==> src/rtl/latch_wr_sched.sv <==
// ============================================================================
// Module   : latch_wr_sched
// Purpose  : Arbitrated write scheduler for a transparent-latch bank;
//            sequences setup / enable-open / hold around each latch enable.
// Option   : LATCH_WR_SCHED_RR_EN selects round-robin arbitration
//            (default: fixed priority, lowest index wins).
// Revision : 1.0 - initial release
// ============================================================================
`default_nettype none

module latch_wr_sched #(
  parameter int NREQ      = 4,
  parameter int DW        = 8,
  parameter int NLAT      = 6,
  parameter int AW        = 3,
  parameter int SETUP_CYC = 1,
  parameter int OPEN_CYC  = 2,
  parameter int HOLD_CYC  = 1
) (
  input  logic               i_clk,
  input  logic               i_rst_n,
  input  logic [NREQ-1:0]    i_req,
  input  logic [NREQ*DW-1:0] i_wdata,
  input  logic [NREQ*AW-1:0] i_waddr,
  output logic [NREQ-1:0]    o_gnt,
  output logic [NREQ-1:0]    o_done,
  output logic               o_busy,
  output logic [NLAT-1:0]    o_latch_en,
  output logic [DW-1:0]      o_latch_d
);

  localparam int IW = (NREQ > 2) ? $clog2(NREQ) : 1;

  localparam logic [2:0] ST_IDLE  = 3'd0;
  localparam logic [2:0] ST_SETUP = 3'd1;
  localparam logic [2:0] ST_OPEN  = 3'd2;
  localparam logic [2:0] ST_HOLD  = 3'd3;
  localparam logic [2:0] ST_DONE  = 3'd4;

  localparam logic [3:0] SETUP_LD = 4'(SETUP_CYC - 1);
  localparam logic [3:0] OPEN_LD  = 4'(OPEN_CYC - 1);
  localparam logic [3:0] HOLD_LD  = 4'(HOLD_CYC - 1);

  logic [2:0]      state, state_nxt;
  logic [3:0]      cnt, cnt_nxt;
  logic [IW-1:0]   winner, winner_nxt, win_sel;
  logic [AW-1:0]   addr, addr_nxt;
  logic            grant, found;
  int              idx;
  logic [NREQ-1:0] gnt_nxt, done_nxt;
  logic            busy_nxt;
  logic [NLAT-1:0] en_nxt;
  logic [DW-1:0]   d_nxt;
`ifdef LATCH_WR_SCHED_RR_EN
  logic [IW-1:0]   ptr, ptr_nxt;
`endif

  // Arbiter: first requester found scanning upward from the start index.
  always_comb begin
    win_sel = '0;
    found   = 1'b0;
    idx     = 0;
    for (int i = 0; i < NREQ; i++) begin
`ifdef LATCH_WR_SCHED_RR_EN
      idx = (int'(ptr) + i) % NREQ;
`else
      idx = i;
`endif
      if (!found && i_req[idx]) begin
        found   = 1'b1;
        win_sel = IW'(idx);
      end
    end
  end

  assign grant = (state == ST_IDLE) && (|i_req);

`ifdef LATCH_WR_SCHED_RR_EN
  assign ptr_nxt = IW'((int'(win_sel) + 1) % NREQ);
`endif

  // State register (also holds the registered outputs)
  always_ff @(posedge i_clk or negedge i_rst_n) begin
    if (!i_rst_n) begin
      state      <= ST_IDLE;
      cnt        <= '0;
      winner     <= '0;
      addr       <= '0;
      o_gnt      <= '0;
      o_done     <= '0;
      o_busy     <= 1'b0;
      o_latch_en <= '0;
      o_latch_d  <= '0;
`ifdef LATCH_WR_SCHED_RR_EN
      ptr        <= '0;
`endif
    end else begin
      state      <= state_nxt;
      cnt        <= cnt_nxt;
      winner     <= winner_nxt;
      addr       <= addr_nxt;
      o_gnt      <= gnt_nxt;
      o_done     <= done_nxt;
      o_busy     <= busy_nxt;
      o_latch_en <= en_nxt;
      o_latch_d  <= d_nxt;
`ifdef LATCH_WR_SCHED_RR_EN
      if (grant) ptr <= ptr_nxt;
`endif
    end
  end

  // Next-state: each phase loads its length-1 and exits when the count hits 0.
  always_comb begin
    state_nxt = state;
    cnt_nxt   = cnt;
    case (state)
      ST_IDLE: begin
        if (grant) begin
          state_nxt = ST_SETUP;
          cnt_nxt   = SETUP_LD;
        end
      end
      ST_SETUP: begin
        if (cnt == 4'd0) begin
          state_nxt = ST_OPEN;
          cnt_nxt   = OPEN_LD;
        end else begin
          cnt_nxt = cnt - 4'd1;
        end
      end
      ST_OPEN: begin
        if (cnt == 4'd0) begin
          state_nxt = ST_HOLD;
          cnt_nxt   = HOLD_LD;
        end else begin
          cnt_nxt = cnt - 4'd1;
        end
      end
      ST_HOLD: begin
        if (cnt == 4'd0) begin
          state_nxt = ST_DONE;
          cnt_nxt   = 4'd0;
        end else begin
          cnt_nxt = cnt - 4'd1;
        end
      end
      ST_DONE: begin
        state_nxt = ST_IDLE;
        cnt_nxt   = 4'd0;
      end
      default: begin
        state_nxt = ST_IDLE;
        cnt_nxt   = 4'd0;
      end
    endcase
  end

  // Output values for the coming cycle, derived from the state being entered.
  always_comb begin
    winner_nxt = grant ? win_sel : winner;
    addr_nxt   = grant ? i_waddr[int'(win_sel)*AW +: AW] : addr;
    d_nxt      = grant ? i_wdata[int'(win_sel)*DW +: DW] : o_latch_d;
    busy_nxt   = (state_nxt != ST_IDLE);
    gnt_nxt    = (state_nxt != ST_IDLE) ? (NREQ'(1) << winner_nxt) : '0;
    done_nxt   = (state_nxt == ST_DONE) ? (NREQ'(1) << winner) : '0;
    en_nxt     = ((state_nxt == ST_OPEN) && (int'(addr) < NLAT)) ?
                 (NLAT'(1) << addr) : '0;
  end

endmodule

`default_nettype wire

==> config.mk <==
export PLATFORM = sky130hd
export DESIGN_NAME = latch_wr_sched
export DESIGN_NICKNAME = d
export VERILOG_FILES = /design/src/rtl/latch_wr_sched.sv
export SDC_FILE = /design/constraint.sdc
export NUM_CORES = 1
export LEC_CHECK = 0
export ABC_AREA = 1
export CAP_MARGIN = 10
export CORE_MARGIN = 1
export CORE_UTILIZATION = 42
export CTS_CLUSTER_DIAMETER = 40
export CTS_CLUSTER_SIZE = 10
export DETAILED_ROUTE_END_ITERATION = 7
export GPL_TIMING_DRIVEN = 0
export PLACE_DENSITY_LB_ADDON = 0.25
export SLEW_MARGIN = 20
export SYNTH_ARGS = -nofsm -noshare
export SYNTH_HDL_FRONTEND = slang
export SYNTH_SLANG_ARGS = --single-unit
export TNS_END_PERCENT = 20
==> constraint.sdc <==
create_clock -name i_clk -period 1.6 [get_ports i_clk]
set_input_delay 0.48 -clock i_clk [delete_from_list [all_inputs] [get_ports i_clk]]
set_output_delay 0.48 -clock i_clk [all_outputs]
set_load 0.02 [all_outputs]
# After elaboration in Yosys (flattened, before gate mapping)
# Cells that the tools add are included.
# classes
add_sub_neg	1
n_mul	1
div_mod_pow	0
n_lt_le_gt_ge	1
n_eq_ne	6
n_shift	5
muxes	19
bitwise_logic	0
n_reduce_logical	13
# ops
operator	n
32-bit by 6-bit variable part select with 8-bit output	1
4-bit two-way mux	5
3-bit two-way mux	4
3-bit one-hot mux with 4 select lines	1
4-bit one-hot mux with 3 select lines	1
12-bit by 5-bit variable part select with 3-bit output	1
3-bit by 2-bit == test with 1-bit output (second input constant)	3
1-bit by 2-bit << shifter with 4-bit output (first input constant)	2
2-bit two-way mux	3
6-bit two-way mux	1
1-bit by 3-bit << shifter with 6-bit output (first input constant)	1
1-bit logical AND	5
4-bit logical NOT	1
2-bit by 2-bit multiplier with 4-bit output (second input constant)	1
1-bit two-way mux	4
4-bit OR reduction	1
4-bit by 1-bit subtractor with 4-bit output (second input constant)	1
3-bit by 1-bit == test with 1-bit output (second input constant)	1
3-bit == test (second input constant)	1
1-bit logical NOT	3
3-bit logical NOT	1
3-bit less-than comparator (second input constant)	1
3-bit nonzero test	1
2-bit inequality test (second input constant)	1
2-bit OR reduction	1
# word_totals
ff_bits	35
latchBits	0
mem_bits_rw	0
mem_bits_ro	0
in_bits	50
out_inout_bits	23
elab_cells	55
n_memories	0

# Logic depth before layout (Yosys ltp)
# logic_depth
ltp_word	13
depth_mapped	10
mapped_depth_nobuf	10

# Worst setup path before layout
# Ideal clock, no wire load.
# synth_timing
path_kind	reg2reg
from	register cnt[0]
to	register o_gnt[0]
setup_time_ns	0.113
arrival_time_ns	1.234
required_ns	1.487
path_slack_ns	0.253
stages_incl_launch_ff	10
path_buffers	0
period_less_slack_ns	1.347
path_cell_list	dfrtp_1 > inv_1 > ha_1 > nand3_2 > nand2_1 > nand2_2 > nor2_4 > nand3_2 > nand2_1 > inv_1
# synth_via
elab_chain_cells	5
elab_cells_between_ends	7
classes_between	mux: 5; reduce/logical: 2
# synth_rtl
item	line_no	source
start, declared	45	logic [3:0] cnt, cnt_nxt;
start signal, assigned	99	cnt <= cnt_nxt;
4-bit logical NOT (*)	125, 133, 141	
3-bit two-way mux, on equally long branches	141, 125, 133	
3-bit one-hot mux with 4 select lines (*)	117	case (state)
3-bit nonzero test (*)	-	
named net busy_nxt	51	logic busy_nxt;
4-bit two-way mux (*)	165	gnt_nxt = (state_nxt != ST_IDLE) ? (NREQ'(1) << winner_nxt) : '0;
named net gnt_nxt[0]	50	logic [NREQ-1:0] gnt_nxt, done_nxt;
end signal, assigned	102	o_gnt <= gnt_nxt;
end, declared	25	output logic [NREQ-1:0] o_gnt,
# The timed path passes the listed nets; every way through them passes the cells marked *.
# A chain may end at the register's enable or synchronous reset.

# Final worst setup path
# layout_timing
from	register cnt[0]
to	register o_gnt[2]
# Same word-level chain as after synthesis.

==> impl_metrics.ini <==
[hold_path]
worstHoldPathCells = 1
hold_path.class = reg2reg

[placement]
globalplace.congestion = 0.934
io_buffers = 72
hpwlAfterDp_um = 3700
dp_slack_ps = -327

[yosys]
ys_ff_latch = 35
synth_nets = 351
synth_area_leaders = dfrtp_1 (41%), nand2_1 (16%), inv_1 (9.6%)
synth_compound_area_share_pct = 2.38
syn_inst = 299
synth.mux.area_fraction_pct = 0
syn_avg_cell_area_sq_um = 7.22
synth-xor-area-share_pct = 0
synth_edf_count = 0
yosysSeqAreaShare_pct = 40.6
synth_most_common_cell = nand2_1
synth-adder-area-share_pct = 1.16
ys_types = 24
synth_warnings = 0
synth_top_area_share_pct = 40.6
synthTopCellsByCount = nand2_1 (90), inv_1 (55), nand3_1 (41)
synth_top_family_by_area = simple AND/OR/NAND/NOR gates
synthSimpleGateAreaFrac_pct = 42.1
yosys_most_used_dff = dfrtp_1
yosys.area.top_type = dfrtp_1
synth_area_sq_um = 2160
async_flop_share_pct = 100

[clocking]
clockRootBuffer = clkbuf_8
clock_latency_ps = 280
numCtsBuffers = 5
htree_levels = 2
cts_tree = built
cts_buffer_depth = 2
cts.sinks = 35
cts_setup_buffers = 0
clk_pin_slew_ps = 70

[job]
drv_cap = 0

[route]
drc = 0
firstDrtPassIters = 4
vias_per_cell = 4.52
routedWlPerCell_um = 10.5
ant_nets = 0
drtIter0Drc = 92
num_vias = 2027
wirelength_um = 4690

[critical_path]
slowest_delay_ps = 400
worstSetupEndpointType = flop
path_delay_family = simple AND/OR/NAND/NOR gates
critPathLaunchType = flop
path_depth = 9
cp.arrival_ps = 1700
required_ps = 1780
cp_slowest_cell = dfrtp_1
reg2reg_depth = 9
critical_path.cell_chain = inv_2 > ha_2 > nand3_2 > nand2_1 > nand2_2 > nor2_4 > nand3_2 > nand2_1 > inv_1
critical_path_buf_inv_count = 2
crit_fanout = 6
crit_type = reg2reg

[global_route]
grt_antenna_before_repair = 0
grt_max_degree = 32
grt_overflow = 0
grtUsageTotal_pct = 19.7
grt_pass1_vias = 1887
grt_pass1_wl_um = 8180

[die]
die_w_um = 73.7
ios = 73
start_util_pct = 44.5
die-area_sq_um = 5430
fp.dieH_um = 73.7
core-area_sq_um = 4850
placementRows = 25

[timing]
fin_crit_ps = 1520
setup_violations = 0
tightest_slew_ps = 269
final-hold-violation-count = 0
whs_ps = 465
fin_ws_ps = 84.4
finalClockSkew_ps = 3.92
clock.fmax_mhz = 660
timing.final.crit_share_pct = 94.7
slew_headroom_pct = 82.0
rsz0062_at_grt = true
final_max_slew_viol_count = 0

[pwr]
switching_share_pct = 42.8
power_frac_clock_pct = 18.0
power_mw = 4.44
max-vdd-ir-drop_mv = 0.600
power_density_nw_per_um2 = 1430
internal_power_mw = 2.54
seqPwrFrac_pct = 32.1
p_switching_mw = 1.90
leakagePower_nw = 1.74
combPwrFrac_pct = 49.8

[cells_and_area]
area_growth_pct = 43.5
final_net_count = 432
drive_above_1_share_pct = 12.9
antenna_cells = 0

[run_status]
status = complete, no violations
-- area by class of cell --
cell class / instances / area, sq um
clock inverter: 2 / 35.0
sequential: 35 / 876
tap: 67 / 83.8
inverter: 59 / 221
buffer: 10 / 83.8
multi-input combinational: 195 / 995
clock buffer: 6 / 82.6
fill: 426 / 1750
timing repair buffer: 74 / 719
-- cells by family after synthesis --
family | count (synthesis)
simple gates | 183
fa+ha+maj | 2
buf+inv | 69
flops | 35
compound gates | 10
-- cell usage in the layout (no fill, tap or decap), types with 2 or more instances in the layout --
master,Yosys,final
nand4_1,2,2
nor2_4,4,4
buf_2,4,5
a21oi_1,6,6
clkdlybuf4s50_1,0,44
nand3_1,41,41
inv_2,4,6
nand2_2,3,2
o21ai_0,2,2
nand2_4,2,3
nand3b_1,11,11
clkbuf_8,0,6
dfrtp_1,35,35
dlymetal6s2s_1,0,2
inv_1,55,53
nor2_1,14,13
nand2_1,90,90
dlygate4sd2_1,0,25
nor3_1,4,4
buf_6,3,5
nand3_2,3,3
nor2_2,7,8
-- flip-flops by register name, summed over array words and instances (netlist names) --
name and count:
o_latch_d 8, o_latch_en 6, cnt 4, o_done 4, o_gnt 4, addr 3, state 3, winner 2
o_busy 1
-- path summary, 6_finish.rpt --
kind / start / to / slack (ps)
worst max-delay path: cnt[0] / o_gnt[2] / 80
worst min-delay path: winner[1] / o_done[1] / 470
worst max register to register: cnt[0] / o_gnt[2] / 80
worst min register to register: winner[1] / o_done[1] / 470
max in group asynchronous: i_rst_n / o_latch_d[7] / 670
min in group asynchronous: i_rst_n / cnt[3] / 550
-- worst register-to-register path, delay by kind of cell (launching register included) --
kind / cells / cell delay (ps)
fa+ha+maj: 1 / 190
flops: 1 / 400
simple gates: 6 / 700
buf+inv: 2 / 130
-- per-stage QoR --
step	instances	cell area, sq um	setup TNS [ps]	utilization, %
after global placement	438	2960	-28820	61.1
final	448	3100	0	63.9
after floorplan	299	2160	0	-
after detailed placement	439	2980	-6940	61.4
after global routing	448	3100	-74.2	63.9
after CTS	448	3070	0	63.4
-- power groups by stage --
stage,combinational [mW],clock [mW],sequential (mW)
after floorplan,1.36,0,1.61
after global placement,2.25,0,1.43
after detailed placement,2.31,0,1.45
after CTS,2.20,0.829,1.43
after global routing,2.51,0.860,1.47
final,2.21,0.802,1.43
-- per-layer routing --
metal  global-route usage (%)  vias to the layer above  routed length (um)
li1                         -                     1069                   -
met1                     23.2                      879                2090
met2                     32.9                       72                2190
met3                     6.45                        7                 325
met4                     8.33                        0                  76
met5                        0                        -                   0
-- timing repair --
item,4_1_cts,5_1_grt
hold endpoints to repair,4,0
resized for setup,25,9
setup endpoints to repair,29,22
hold buffers,1,0
pin swaps,1,1
gates cloned,0,0
Note: power is estimated with default switching activity, not from simulation.
==> variant 1: new RTL, config.mk and constraints unchanged <==
`NREQ`: 4 -> 2.
--- a/src/rtl/latch_wr_sched.sv
+++ b/src/rtl/latch_wr_sched.sv
@@ -9,7 +9,7 @@
 `default_nettype none
 
 module latch_wr_sched #(
-  parameter int NREQ      = 4,
+  parameter int NREQ      = 2,
   parameter int DW        = 8,
   parameter int NLAT      = 6,
   parameter int AW        = 3,
Interface: changed (5 resized); port bits go from 73 to 45. No check against the original RTL was run, so the function may have changed too.
==> variant 1 against the original RTL <==
  * Combinational power shrank 24%
  * Cell count shrank 42%
  * Design area shrank 36%
  * Sequential cell count shrank 5
  * First-iteration DRC count shrank 61%
  * Synthesized area shrank 32%
  * Worst setup slack lost 0.037 ns
  * Register-to-register slack gained 0.09 ns
  * Via count shrank 39%
  * Wire length shrank 32%
  * Sequential power shrank 14%
  * Clock skew grew 0.0026 ns
  * Total power shrank 26%
==> variant 1: results (changes against the original RTL) <==
===================================================================================
Status                                                                 finished, final reports clean
Category of the most critical setup path                               input port to flip-flop
Maximum resistive drop on vdd                                             0.8098 mV   +35%
Average instance area after synthesis                                     9.029 um2   +25%
Adder and majority gate portion of the synthesized area                     0.01711   +0.005514
Detailed placement HPWL                                                     2427 um   -34%
Count of placed standard cells in the final layout, fillers left out            259   -42%
Overall global routing resource usage                                        0.1842   -0.01311
Master cell of the clock root buffer                                   sky130_fd_sc_hd__clkbuf_4
Synth cell count leaders                                               30 x sky130_fd_sc_hd__dfrtp_1, 30 x sky130_fd_sc_hd__nand2_1, 30 x sky130_fd_sc_hd__nor2_1
Layout cell share with drive strength beyond 1                               0.1174   -0.01124
Synth top area cells                                                   sky130_fd_sc_hd__dfrtp_1 51%, sky130_fd_sc_hd__nand2_1 7.7%, sky130_fd_sc_hd__nor2_1 7.7%, sky130_fd_sc_hd__inv_1 4.9%, sky130_fd_sc_hd__a21oi_1 3.4%
Post-placement setup slack                                               -0.3108 ns   +0.01662 ns
Post-Synthesis Net Count                                                        190   -46%
Vias/cell                                                                     4.776   +5.6%
Worst-path cell with the longest stage delay                           sky130_fd_sc_hd__clkdlybuf4s50_1
Dominant delay contributor by cell family on the critical path         buffers and inverters
Post-layout nets                                                                241   -44%
First-pass GRT wire length                                                  4836 um   -41%
Sw Share                                                                     0.4411   +0.01349
First-iteration detailed-routing DRC count                                       36   -61%
Final clock skew                                                        0.006541 ns   +0.002620 ns
Length of routed met3 wiring                                                 187 um   -42%
Class of the worst hold path                                           input port to async pin
Share of synthesized area occupied by flip-flops and latches                 0.5133   +0.1075
Share of the synthesized area in compound gates (AO/OA/AOI/OAI)              0.1540   +0.1302
Register-to-register path setup slack                                       0.17 ns   +0.09 ns
===================================================================================
==> variant 1: cell families after synthesis <==
family,Yosys count
AND/OR/NAND/NOR,75
adder cells (fa/ha/maj),2
flip-flops,30
AO/OA/AOI/OAI,30
buffers and inverters,25
==> variant 1: final timing paths <==
kind	from	depth (start not counted)	to
min reg2reg	o_latch_d[2]	2	o_latch_d[2]
min in group i_clk	o_latch_d[2]	2	o_latch_d[2]
max in group asynchronous	i_rst_n	1	cnt[3]
max	i_req[0]	7	addr[2]
max reg2reg	cnt[0]	9	o_gnt[1]
min	i_rst_n	1	o_latch_en[0]
==> variant 1: layout make-up <==
type / count / area (um2)
inverters: 21 / 80.08
multi-input cells: 107 / 580.6
fillers: 312 / 1358
flip-flops and latches: 30 / 750.7
well taps: 46 / 57.56
plain buffers: 4 / 53.80
clock buffers: 7 / 45.04
repair buffers: 44 / 411.6
==> variant 1: what timing repair did <==
action                     CTS  global route
pin swaps                    0             0
setup endpoints to repair   19             4
gates resized for setup     19             3
hold buffers                 0             0
buffers inserted             0             0
==> variant 1: per-stage QoR <==
| stage | area [um2] | total power (W) | TNS, ns |
|---|---|---|---|
| floorplan | 1463 | 0.002381 | 0 |
| finish | 1979 | 0.003300 | 0 |
| CTS | 1977 | 0.003328 | 0 |
| detailed placement | 1956 | 0.003026 | -4.796 |
| global route | 1979 | 0.003587 | 0 |
| global placement | 1961 | 0.002936 | -17.05 |
==> variant 1: power groups by stage <==
stage	clock network, W	registers, W	logic (W)
2_1_floorplan	0	0.00142	0.000966
3_3_place_gp	0	0.00123	0.00171
3_5_place_dp	0	0.00125	0.00178
4_1_cts	0.000422	0.00123	0.00168
5_1_grt	0.000455	0.00127	0.00186
6_report	0.000399	0.00123	0.00167
==> variant 1: metal layers <==
metal / GRT usage / up-vias
li1: - / 619
met1: 0.2135 / 573
met2: 0.2920 / 36
met3: 0.06303 / 9
met4: 0.1201 / 0
met5: 0 / -
==> variant 2: new RTL, same flow settings <==
Without the edit above. Make the reset (`i_rst_n`) synchronous in one clocked block.
--- a/src/rtl/latch_wr_sched.sv
+++ b/src/rtl/latch_wr_sched.sv
@@ -80,7 +80,7 @@
 `endif
 
   // State register (also holds the registered outputs)
-  always_ff @(posedge i_clk or negedge i_rst_n) begin
+  always_ff @(posedge i_clk) begin
     if (!i_rst_n) begin
       state      <= ST_IDLE;
       cnt        <= '0;
Function: differs if i_rst_n is asserted again (counterexample within 4 cycles, from zero or initial values and one cycle with i_rst_n low); with i_rst_n held inactive, the same outputs for 10 cycles.
==> variant 2 against the original RTL <==
  * Via count down 5.0%
  * Wire length up 3.0%
  * Worst setup slack better by 0.0010 ns
  * Count of clock-buffer cells in the layout down 1
  * Sequential cell count unchanged
  * Design area down 11%
  * Combinational power down 9.0%
  * Total power down 8.7%
  * Synthesized area down 15%
  * Cell count down 8.9%
  * Sequential power down 14%
  * Maximum frequency about the same
  * Critical endpoint is now o_gnt[2]
  * Largest power group unchanged
==> variant 2: results (changes against the original RTL) <==
======================================================================================
Count of placed standard cells in the final layout, fillers left out               408   -8.9%
Distinct cell type count after synthesis                                            24   unchanged
Detailed placement HPWL                                                        3607 um   -2.6%
Placed Cells incl. Taps                                                            396   -9.8%
Post-placement setup slack                                                  -0.4343 ns   -0.1069 ns
Gate Count Post-Synth                                                              274   -8.4%
Leakage power                                                                 1.433 nW   -18%
Initial antenna violation count                                                      0   unchanged
First-pass GRT wire length                                                     7762 um   -5.1%
Post-Synthesis Net Count                                                           326   -7.1%
Area share of xor/xnor cells in the synthesized design                        0.004762   +0.004762
Final clock skew                                                            0.01083 ns   +0.006910 ns
Share of synthesized area occupied by flip-flops and latches                    0.3810   -0.02484
Synth top area cells                                                      sky130_fd_sc_hd__dfxtp_1 38%, sky130_fd_sc_hd__nand2_1 12%, sky130_fd_sc_hd__inv_1 11%, sky130_fd_sc_hd__nand3_1 7.9%, sky130_fd_sc_hd__nor2_1 6.5%
Weighted congestion reported at the end of routability-driven placement         0.8671   -7.2%
First-iteration detailed-routing DRC count                                          69   -25%
Via count of the first global-routing pass                                        1808   -4.2%
Syn. warnings                                                                        0   unchanged
Number of cells on the worst hold path                                               2   +1
Least-Margin Pin Slew                                                        0.4724 ns   +0.2029 ns
Adder and majority gate portion of the synthesized area                        0.01361   +0.002011
Final Routed Wirelength                                                        4824 um   +3.0%
Vias/cell                                                                        4.721   +4.3%
Status                                                                    finished, final reports clean
Layout cell share with drive strength beyond 1                                  0.1257   -0.002911
Async set or reset register ratio after synthesis                                    0   -1.000
CTS clock-pin slew for the worst setup and hold paths                          0.08 ns
Maximum resistive drop on vdd                                                0.6231 mV   +3.8%
======================================================================================
==> variant 2: changes by cell type in the layout (fill, tap and decap cells not counted), moves of 12 or more <==
cell                       before  now
sky130_fd_sc_hd__o211ai_1       0   12
sky130_fd_sc_hd__nor2_1        13   29
sky130_fd_sc_hd__dfrtp_1       35    0
sky130_fd_sc_hd__nand3_1       41   28
sky130_fd_sc_hd__dfxtp_1        0   34
sky130_fd_sc_hd__nand2_1       90   59
==> variant 2: final timing paths <==
path / from / end / slack, ns
min: winner[1] / o_done[3] / 0.47
max reg2reg: cnt[0] / o_gnt[2] / 0.09
max: cnt[0] / o_gnt[2] / 0.09
min reg2reg: winner[1] / o_done[3] / 0.47
==> variant 2: routing by layer <==
layer | routed length, um | GRT usage
met1 | 1996 | 0.2545
met4 | 63 | 0.08073
met2 | 2437 | 0.3958
met3 | 327 | 0.06833
met5 | 0 | 0
==> variant 2: final cells by class <==
class                   instances  area (um2)  area share
flip-flops and latches         35       701.9      0.2548
multi-input cells             177       903.4      0.3279
well taps                      50       62.56     0.02271
clock buffers                   5       68.82     0.02498
clock inverters                 3       43.79     0.01589
plain buffers                   7       51.30     0.01862
inverters                      55       206.4     0.07493
repair buffers                 76       716.9      0.2602
==> variant 2: cells by family (layout without fill, tap and decap cells) <==
kind of cell | Yosys count | in the layout
AOI/OAI and AO/OA | 31 | 31
and+or+nand+nor | 143 | 143
DFF | 35 | 35
buffers and inverters | 62 | 146
adders and majority gates | 2 | 2
xor gates and xnor gates | 1 | 1
==> variant 2: worst max-delay path, stage by stage, from the launching register on <==
cell and delay [ns]:
sky130_fd_sc_hd__dfxtp_2 0.34, sky130_fd_sc_hd__inv_2 0.07, sky130_fd_sc_hd__ha_2 0.19, sky130_fd_sc_hd__nand3_2 0.13, sky130_fd_sc_hd__nand2_2 0.10, sky130_fd_sc_hd__nand2_1 0.07
sky130_fd_sc_hd__nor2_2 0.18, sky130_fd_sc_hd__nand3_1 0.15, sky130_fd_sc_hd__nand3_1 0.13, sky130_fd_sc_hd__nor2_1 0.05
==> variant 2: repair_timing <==
item | in CTS | in global routing
endpoints found under the setup margin | 47 | 10
gates resized for setup | 29 | 7
buffers inserted | 4 | 0
pin swaps | 5 | 1
==> variant 2: power breakdown <==
group          switching (W)  total (W)  internal (W)
Sequential          0.000141    0.00123       0.00109
Combinational        0.00123    0.00201      0.000780
Clock               0.000347   0.000811      0.000464
Total                0.00172    0.00406       0.00234
==> variant 2: stage by stage <==
stage | setup TNS (ns) | hold slack (ns)
after floorplan | 0 | 0.4258
after global placement | -9.194 | 0.4538
after detailed placement | -10.08 | 0.4604
after CTS | 0 | 0.4704
after global routing | 0 | 0.5031
final | 0 | 0.4713
